`config.mk`:
```
export PLATFORM = sky130hd
export DESIGN_NAME = control_arb
export DESIGN_NICKNAME = d
export VERILOG_FILES = /design/src/rtl/control_arb.sv
export SDC_FILE = /design/constraint.sdc
export NUM_CORES = 1
export LEC_CHECK = 0
export ABC_CLOCK_PERIOD_IN_PS = 4580
export BUFFER_PORTS_ARGS = -buffer_cell sky130_fd_sc_hd__buf_4
export CORE_ASPECT_RATIO = 1.1
export CORE_MARGIN = 3
export CORE_UTILIZATION = 25
export CTS_CLUSTER_SIZE = 16
export DETAILED_ROUTE_END_ITERATION = 8
export PLACE_DENSITY = 0.48
export REMOVE_ABC_BUFFERS = 1
export SLEW_MARGIN = 5
export SYNTH_ARGS = -nofsm -noshare
export SYNTH_HDL_FRONTEND = slang
export SYNTH_SLANG_ARGS = --single-unit
```
`constraint.sdc`:
```
create_clock -name iClock -period 4.58 [get_ports iClock]
set_input_delay 0.687 -clock iClock [delete_from_list [all_inputs] [get_ports iClock]]
set_output_delay 0.687 -clock iClock [all_outputs]
set_load 0.01 [all_outputs]
```
`src/rtl/control_arb.sv`:
```
// rtl/control_arb.sv - round-robin arbiter granting one of four requesters a shared resource with timeout
module control_arb #(
    parameter int TIMEOUT_CYCLES = 16
) (
    input  logic         iClock,
    input  logic         iReset,
    input  logic [3:0]   iReq,
    input  logic [127:0] iCmd,
    input  logic         iDone,
    output logic [3:0]   oGrant,
    output logic [31:0]  oCmd,
    output logic         oCmdValid,
    output logic         oTimeout,
    output logic [15:0]  oCount,
    output logic         oPaseePorReset
);

    typedef enum logic [1:0] {S_IDLE, S_GRANT, S_WAIT, S_RELEASE} state_t;

    localparam logic [7:0] WAIT_LAST = 8'(TIMEOUT_CYCLES - 1);

    state_t      state_q, state_d;
    logic [1:0]  ptr_q, ptr_d;
    logic [1:0]  win_q, win_d;
    logic [7:0]  wait_cnt_q, wait_cnt_d;
    logic [3:0]  grant_q, grant_d;
    logic [31:0] cmd_q, cmd_d;
    logic        cmd_valid_q, cmd_valid_d;
    logic        timeout_q, timeout_d;
    logic [15:0] count_q, count_d;
    logic        por_q, por_d;

    logic [1:0]  rr_idx;
    logic [1:0]  rr_cand;
    logic        rr_hit;

    // First requester at or after ptr+1, wrapping; ptr itself is checked last.
    always_comb begin
        rr_idx  = ptr_q;
        rr_cand = '0;
        rr_hit  = 1'b0;
        for (int i = 1; i <= 4; i++) begin
            rr_cand = ptr_q + 2'(i);
            if (!rr_hit && iReq[rr_cand]) begin
                rr_idx = rr_cand;
                rr_hit = 1'b1;
            end
        end
    end

    always_comb begin
        state_d     = state_q;
        ptr_d       = ptr_q;
        win_d       = win_q;
        wait_cnt_d  = wait_cnt_q;
        grant_d     = grant_q;
        cmd_d       = cmd_q;
        cmd_valid_d = 1'b0;
        timeout_d   = 1'b0;
        count_d     = count_q;
        por_d       = 1'b1;
        case (state_q)
            S_IDLE: begin
                grant_d = '0;
                if (rr_hit) begin
                    state_d     = S_GRANT;
                    win_d       = rr_idx;
                    grant_d     = 4'b0001 << rr_idx;
                    cmd_d       = iCmd[{rr_idx, 5'b0} +: 32];
                    cmd_valid_d = 1'b1;
                end
            end
            S_GRANT: begin
                state_d    = S_WAIT;
                wait_cnt_d = '0;
            end
            S_WAIT: begin
                if (iDone) begin
                    state_d = S_RELEASE;
                    grant_d = '0;
                    count_d = (count_q == 16'hFFFF) ? count_q : count_q + 16'd1;
                end else if (wait_cnt_q == WAIT_LAST) begin
                    state_d   = S_RELEASE;
                    grant_d   = '0;
                    timeout_d = 1'b1;
                end else begin
                    wait_cnt_d = wait_cnt_q + 8'd1;
                end
            end
            S_RELEASE: begin
                state_d    = S_IDLE;
                ptr_d      = win_q;
                wait_cnt_d = '0;
            end
            default: state_d = S_IDLE;
        endcase
    end

    always_ff @(posedge iClock) begin
        if (!iReset) begin
            state_q     <= S_IDLE;
            ptr_q       <= 2'd3;
            win_q       <= '0;
            wait_cnt_q  <= '0;
            grant_q     <= '0;
            cmd_q       <= '0;
            cmd_valid_q <= 1'b0;
            timeout_q   <= 1'b0;
            count_q     <= '0;
            por_q       <= 1'b0;
        end else begin
            state_q     <= state_d;
            ptr_q       <= ptr_d;
            win_q       <= win_d;
            wait_cnt_q  <= wait_cnt_d;
            grant_q     <= grant_d;
            cmd_q       <= cmd_d;
            cmd_valid_q <= cmd_valid_d;
            timeout_q   <= timeout_d;
            count_q     <= count_d;
            por_q       <= por_d;
        end
    end

    assign oGrant         = grant_q;
    assign oCmd           = cmd_q;
    assign oCmdValid      = cmd_valid_q;
    assign oTimeout       = timeout_q;
    assign oCount         = count_q;
    assign oPaseePorReset = por_q;

endmodule

```
==> results of run 1 <==
==> sequential cells by signal, indices dropped and copies added (netlist names) <==
| register | count |
|---|---|
| oCmd | 32 |
| oCount | 16 |
| wait_cnt_q | 8 |
| oGrant | 4 |
| ptr_q | 2 |
| state_q | 2 |
| win_q | 2 |
| oCmdValid | 1 |
| oPaseePorReset | 1 |
| oTimeout | 1 |
==> kinds of logic after synthesis <==
kind of cell / after synthesis / synth area share [%]
xor gates and xnor gates: 17 / 3.906
muxes: 7 / 1.838
AOI/OAI and AO/OA: 126 / 24.84
buffers and inverters: 33 / 5.120
adders and majority gates: 6 / 1.969
DFF: 69 / 36.23
and+or+nand+nor: 228 / 26.09
==> power by group <==
part	internal [mW]	leakage (nW)	switching, mW
Clock	0.493	0.152	0.272
Sequential	0.754	0.564	0.101
Combinational	0.500	1.98	0.634
==> cell usage after synthesis, types with 3 or more instances <==
master | instances | area (um2)
a211o_1 | 32 | 280.3
a211oi_1 | 4 | 30.03
a21oi_1 | 43 | 215.2
a21oi_2 | 30 | 262.8
a32oi_1 | 4 | 35.03
and3_1 | 3 | 18.77
buf_12 | 3 | 60.06
buf_2 | 12 | 60.06
clkbuf_1 | 10 | 37.54
dfxtp_1 | 69 | 1381
ha_1 | 6 | 75.07
inv_1 | 5 | 18.77
mux2i_1 | 7 | 70.07
nand2_1 | 142 | 533.0
nand2b_1 | 4 | 25.02
nand3_1 | 11 | 55.05
nand4_1 | 5 | 31.28
nor2_1 | 33 | 123.9
nor3_1 | 7 | 35.03
or3_1 | 6 | 37.54
or4_1 | 3 | 22.52
xnor2_1 | 8 | 70.07
xor2_1 | 9 | 78.83
==> area by class of cell <==
class	count	area, um2	area share [%]
multi-input cells	384	2255	39.68
repair buffers	194	1456	25.63
flip-flops and latches	69	1381	24.31
clock buffers	11	242.7	4.272
well taps	192	240.2	4.228
clock inverters	5	83.83	1.475
inverters	6	22.52	0.3964
==> per-stage QoR <==
step | hold slack [ns] | setup WS, ns | utilization, % | power [mW]
2_1_floorplan | 0.4433 | 0.9852 | - | 1.506
3_3_place_gp | 0.4476 | 1.648 | 36.49 | 2.008
3_5_place_dp | 0.4565 | 1.580 | 36.49 | 2.024
4_1_cts | 0.4703 | 1.858 | 38.71 | 2.809
5_1_grt | 0.4832 | 1.755 | 38.71 | 2.949
6_report | 0.4656 | 1.928 | 38.71 | 2.753
==> how the worst max path moves through the flow <==
stage               start        to  slack (ns)  cells after the start
6_report       state_q[0]  oCmd[13]        1.93                      8
5_1_grt        state_q[0]   oCmd[6]        1.75                      8
4_1_cts        state_q[0]  oCmd[13]        1.86                      8
3_5_place_dp      iReq[3]  oCmd[13]        1.58                      7
3_3_place_gp      iReq[3]  oCmd[12]        1.65                      7
2_1_floorplan     iReq[3]   oCmd[0]        0.99                      5
==> routing by layer <==
layer,GRT usage [%],wire [um],vias to the layer above
met5,0,0,-
met4,4.985,159,0
met3,5.597,1488,13
met2,27.50,6522,151
met1,18.30,5748,1825
li1,-,-,2038
==> metrics, run 1 <==
run status=complete, no violations; CTS tree=built; Tmin final=roughly 2.7 ns; Die Ht=135.5 um; Async SR Flop Fraction=0%; starting density of the core=between 20% and 30%; post-route setup TNS=0 ns; area delta synth->final=49.03%; max-slew violations=0; Buf/Inv on CP=2; Detailed Route Iter0 Violations=~160; post-synthesis area per instance=just under 8 um2; Cell Area, Synth=roughly 3800 um2; Min-Delay Path Depth=1; hold path start=oCmd[18]; crit path launch type=register; Placed Cells=around 850; largest net degree at the start of global routing=63; H-tree levels=3; Antenna diodes=0; Post-synth EDFFs=0; Worst Max-Slew Pin Slew=about 0.8 ns; antenna violations before repair=0; Clock Path Buffers=2; max incr delay on CP=0.95 ns; peak supply drop=roughly 190 uV; fraction of layout cells with a size suffix above 1=a little under two fifths; type of the worst setup path=reg2reg; Worst Hold End=oCmd[18]; Clock Skews=0.004451 ns; Final Cycle Share=around 58%; reg-to-reg slack, setup=roughly 1.9 ns; WL final=roughly 14,000 um; Core Region=about 15,000 um2; ANT nets after route=0; Worst setup EP type=register; reg-to-reg critical path startpoint=state_q[0]; DP Wirelength=about 11,000 um; hold buffer count at cts=0; Final Hold Viols=0; vias=4,027; Register-to-Register Path Depth=8; Primary FF master, synth=dfxtp_1; reg2reg end=oCmd[13]; Pwr Density=roughly 480 nW/um2; worst min path class=reg2reg; Overall Global Routing Usage=between 10% and 20%; synth unique cells=between 40 and 50; max cap viols=0; vias per cell=between 4 and 5; crit-path cells=inv_1, ha_1, o41ai_4, nor2_4, or4b_2, buf_4, a21oi_2, a211o_1; first-pass GRT wire length=just over 20,000 um; commonest non-fill, non-tap cell in the layout=buf_4; Nets=around 810; Port Buffers=189; # IOs=between 150 and 200; drc violations=0; total grt overflow=0; vias in the first global route=between 3,000 and 4,000; row cnt=46; Resize count post-CTS=0; setup bufs post-CTS=0; crit path max fanout=20; static leakage=2.696 nW; worst skew pair latency=approximately 0.33 ns; Ys Warns=0; Max Fclk=about 380 MHz; Max stage delay cell, worst path=or4b_2; Worst-path clk slew=approximately 0.060 ns; most frequent cells in the layout=buf_4 (194), nand2_1 (142), dfxtp_1 (69), a21oi_1 (43), nor2_1 (33); Syn Inst Count=a little under 500; design area=5682 um2; DP Area=roughly 5400 um2; gpl congestion=0.8162; Num CTS Buffers=9; die width=123.7 um; Fill cells=1,522; Worst Path Arrival=slightly below 3 ns; max_slew headroom=46.60%; data required time at the worst endpoint=4.85 ns; first-pass detailed-route iteration total=6; final setup fails=0; CP delay by family, top=simple AND/OR/NAND/NOR gates; WL per Instance=~16 um; Cell Count, Final, Fillers Out=around 860; sequential area share after synthesis=36.23%; clock tree root driver cell=clkbuf_16; CTS sink count=69; Synth Register Bits=slightly below 70; unrepaired setup endpoints after global routing=false; DIE AREA=roughly 17,000 um2
Note: power is estimated with default switching activity, not from simulation.
==> run 2, diff against run 1 <==
--- a/config.mk
+++ b/config.mk
@@ -5,14 +5,14 @@
 export SDC_FILE = /design/constraint.sdc
 export NUM_CORES = 1
 export LEC_CHECK = 0
-export ABC_CLOCK_PERIOD_IN_PS = 4580
+export ABC_CLOCK_PERIOD_IN_PS = 2400
 export BUFFER_PORTS_ARGS = -buffer_cell sky130_fd_sc_hd__buf_4
 export CORE_ASPECT_RATIO = 1.1
 export CORE_MARGIN = 3
 export CORE_UTILIZATION = 25
 export CTS_CLUSTER_SIZE = 16
 export DETAILED_ROUTE_END_ITERATION = 8
-export PLACE_DENSITY = 0.48
+export PLACE_DENSITY = 0.5
 export REMOVE_ABC_BUFFERS = 1
 export SLEW_MARGIN = 5
 export SYNTH_ARGS = -nofsm -noshare
==> constraint.sdc (replaced) <==
create_clock -name iClock -period 2.4 [get_ports iClock]
set_input_delay 0.36 -clock iClock [delete_from_list [all_inputs] [get_ports iClock]]
set_output_delay 0.36 -clock iClock [all_outputs]
set_load 0.01 [all_outputs]
==> metrics, run 2 (synthesized netlist as in run 1, its figures left out) <==
Detailed Route Iter0 Violations=163 (was 155); most frequent cells in the layout=buf_4 (194), nand2_1 (142), dfxtp_1 (69), a21oi_1 (43), nor2_1 (33) (unchanged); max cap viols=0 (unchanged); area delta synth->final=51.62% (was 49.03%); gpl congestion=0.8224 (was 0.8162); Worst setup EP type=register (unchanged); worst min path class=in2reg (was reg2reg); vias=4,103 (was 4,027); Resize count post-CTS=0 (unchanged); antenna violations before repair=0 (unchanged); Core Region=14,680 um2 (unchanged); largest net degree at the start of global routing=51 (was 63); CP delay by family, top=simple AND/OR/NAND/NOR gates (unchanged); ANT nets after route=0 (unchanged); vias per cell=4.743 (was 4.677); peak supply drop=396.7 uV (was 193.6 uV); reg-to-reg slack, setup=0.29 ns (was 1.93 ns); DP Wirelength=10,440 um (was 10,700 um); Fill cells=1,534 (was 1,522); H-tree levels=3 (unchanged); worst skew pair latency=0.33 ns (about the same); Worst Max-Slew Pin Slew=0.5912 ns (was 0.8011 ns); Max Fclk=473.6 MHz (was 377.1 MHz); Num CTS Buffers=9 (unchanged); Antenna diodes=0 (unchanged); Tmin final=2.112 ns (was 2.652 ns); hold buffer count at cts=0 (unchanged); DIE AREA=16,770 um2 (unchanged); unrepaired setup endpoints after global routing=false (unchanged); fraction of layout cells with a size suffix above 1=37.59% (was 37.07%); post-route setup TNS=0 ns (unchanged); crit path launch type=register (unchanged); Pwr Density=935.4 nW/um2 (was 484.6 nW/um2); type of the worst setup path=reg2reg (unchanged); Worst Path Arrival=2.39 ns (was 2.93 ns); setup bufs post-CTS=0 (unchanged); row cnt=46 (unchanged); total grt overflow=0 (unchanged); Worst-path clk slew=0.05 ns (was 0.06 ns); CTS sink count=69 (unchanged); max incr delay on CP=0.64 ns (was 0.95 ns); # IOs=190 (unchanged); run status=complete, no violations (unchanged); crit-path cells=inv_1, ha_1, o41ai_4, nor2_4, or4b_2, buf_12, a21oi_1, a211o_1 (was inv_1, ha_1, o41ai_4, nor2_4, or4b_2, buf_4, a21oi_2, a211o_1); Buf/Inv on CP=2 (unchanged); final setup fails=0 (unchanged); commonest non-fill, non-tap cell in the layout=buf_4 (unchanged); Port Buffers=189 (unchanged); drc violations=0 (unchanged); die width=123.7 um (unchanged); WL final=13,640 um (was 13,920 um); Clock Path Buffers=2 (unchanged); data required time at the worst endpoint=2.68 ns (was 4.85 ns); clock tree root driver cell=clkbuf_16 (unchanged); Nets=809 (was 805); Clock Skews=0.004310 ns (was 0.004451 ns); Die Ht=135.5 um (unchanged); starting density of the core=25.98% (unchanged); CTS tree=built (unchanged); max FFs per register=32 (unchanged); first-pass detailed-route iteration total=6 (unchanged); Final Hold Viols=0 (unchanged); vias in the first global route=3,928 (was 3,989); Max stage delay cell, worst path=or4b_2 (unchanged); Final Cycle Share=87.98% (was 57.90%); max_slew headroom=60.37% (was 46.60%); Hold WS=0.2078 ns (was 0.4656 ns); static leakage=2.756 nW (was 2.696 nW); WL per Instance=15.77 um (was 16.17 um); max-slew violations=0 (unchanged); first-pass GRT wire length=20,530 um (was 20,710 um); Overall Global Routing Usage=15.73% (was 15.94%); crit path max fanout=32 (was 20)
[run 2: routing by layer]
| metal | track usage, % | up-vias | part of all wire, % |
|---|---|---|---|
| met3 | 6.182 | 15 | 13 |
| met5 | 0 | - | 0 |
| met4 | 5.662 | 0 | 1.7 |
| met1 | 18.42 | 1859 | 39 |
| li1 | - | 2052 | - |
| met2 | 25.88 | 177 | 46 |
[run 2: per-stage QoR]
step / util (%) / setup slack, ns / std cells / cell area [um2] / power (mW)
finish: 39.39 / 0.2884 / 865 / 5781 / 5.407
global route: 39.39 / 0.1427 / 865 / 5781 / 5.778
CTS: 39.39 / 0.2729 / 865 / 5781 / 5.500
detailed placement: 37.03 / 0.2889 / 849 / 5435 / 3.958
global placement: 37.03 / 0.3474 / 849 / 5435 / 3.922
floorplan: - / -0.8752 / 459 / 3640 / 2.874
[run 2: path summary, 6_finish.rpt]
kind | from | to | cells after the start
worst max register to register | state_q[0] | oCmd[21] | 8
worst min register to register | oCmd[3] | oCmd[3] | 1
worst max-delay path | state_q[0] | oCmd[21] | 8
worst min-delay path | iReset | oPaseePorReset | 1
[run 2: where the power goes]
group          internal, mW  switching, mW  total (mW)
clock                  1.02          0.489        1.51
combinational          1.03           1.22        2.26
sequential             1.44          0.201        1.64
total                  3.49           1.91        5.41
[run 2: cell type report]
type	count	area, um2	share of cell area [%]
well taps	192	240.2	4.156
clock buffers	13	280.3	4.848
clock inverters	3	65.06	1.126
flip-flops and latches	69	1381	23.90
multi-input cells	384	2255	39.00
inverters	6	22.52	0.3896
repair buffers	198	1536	26.58
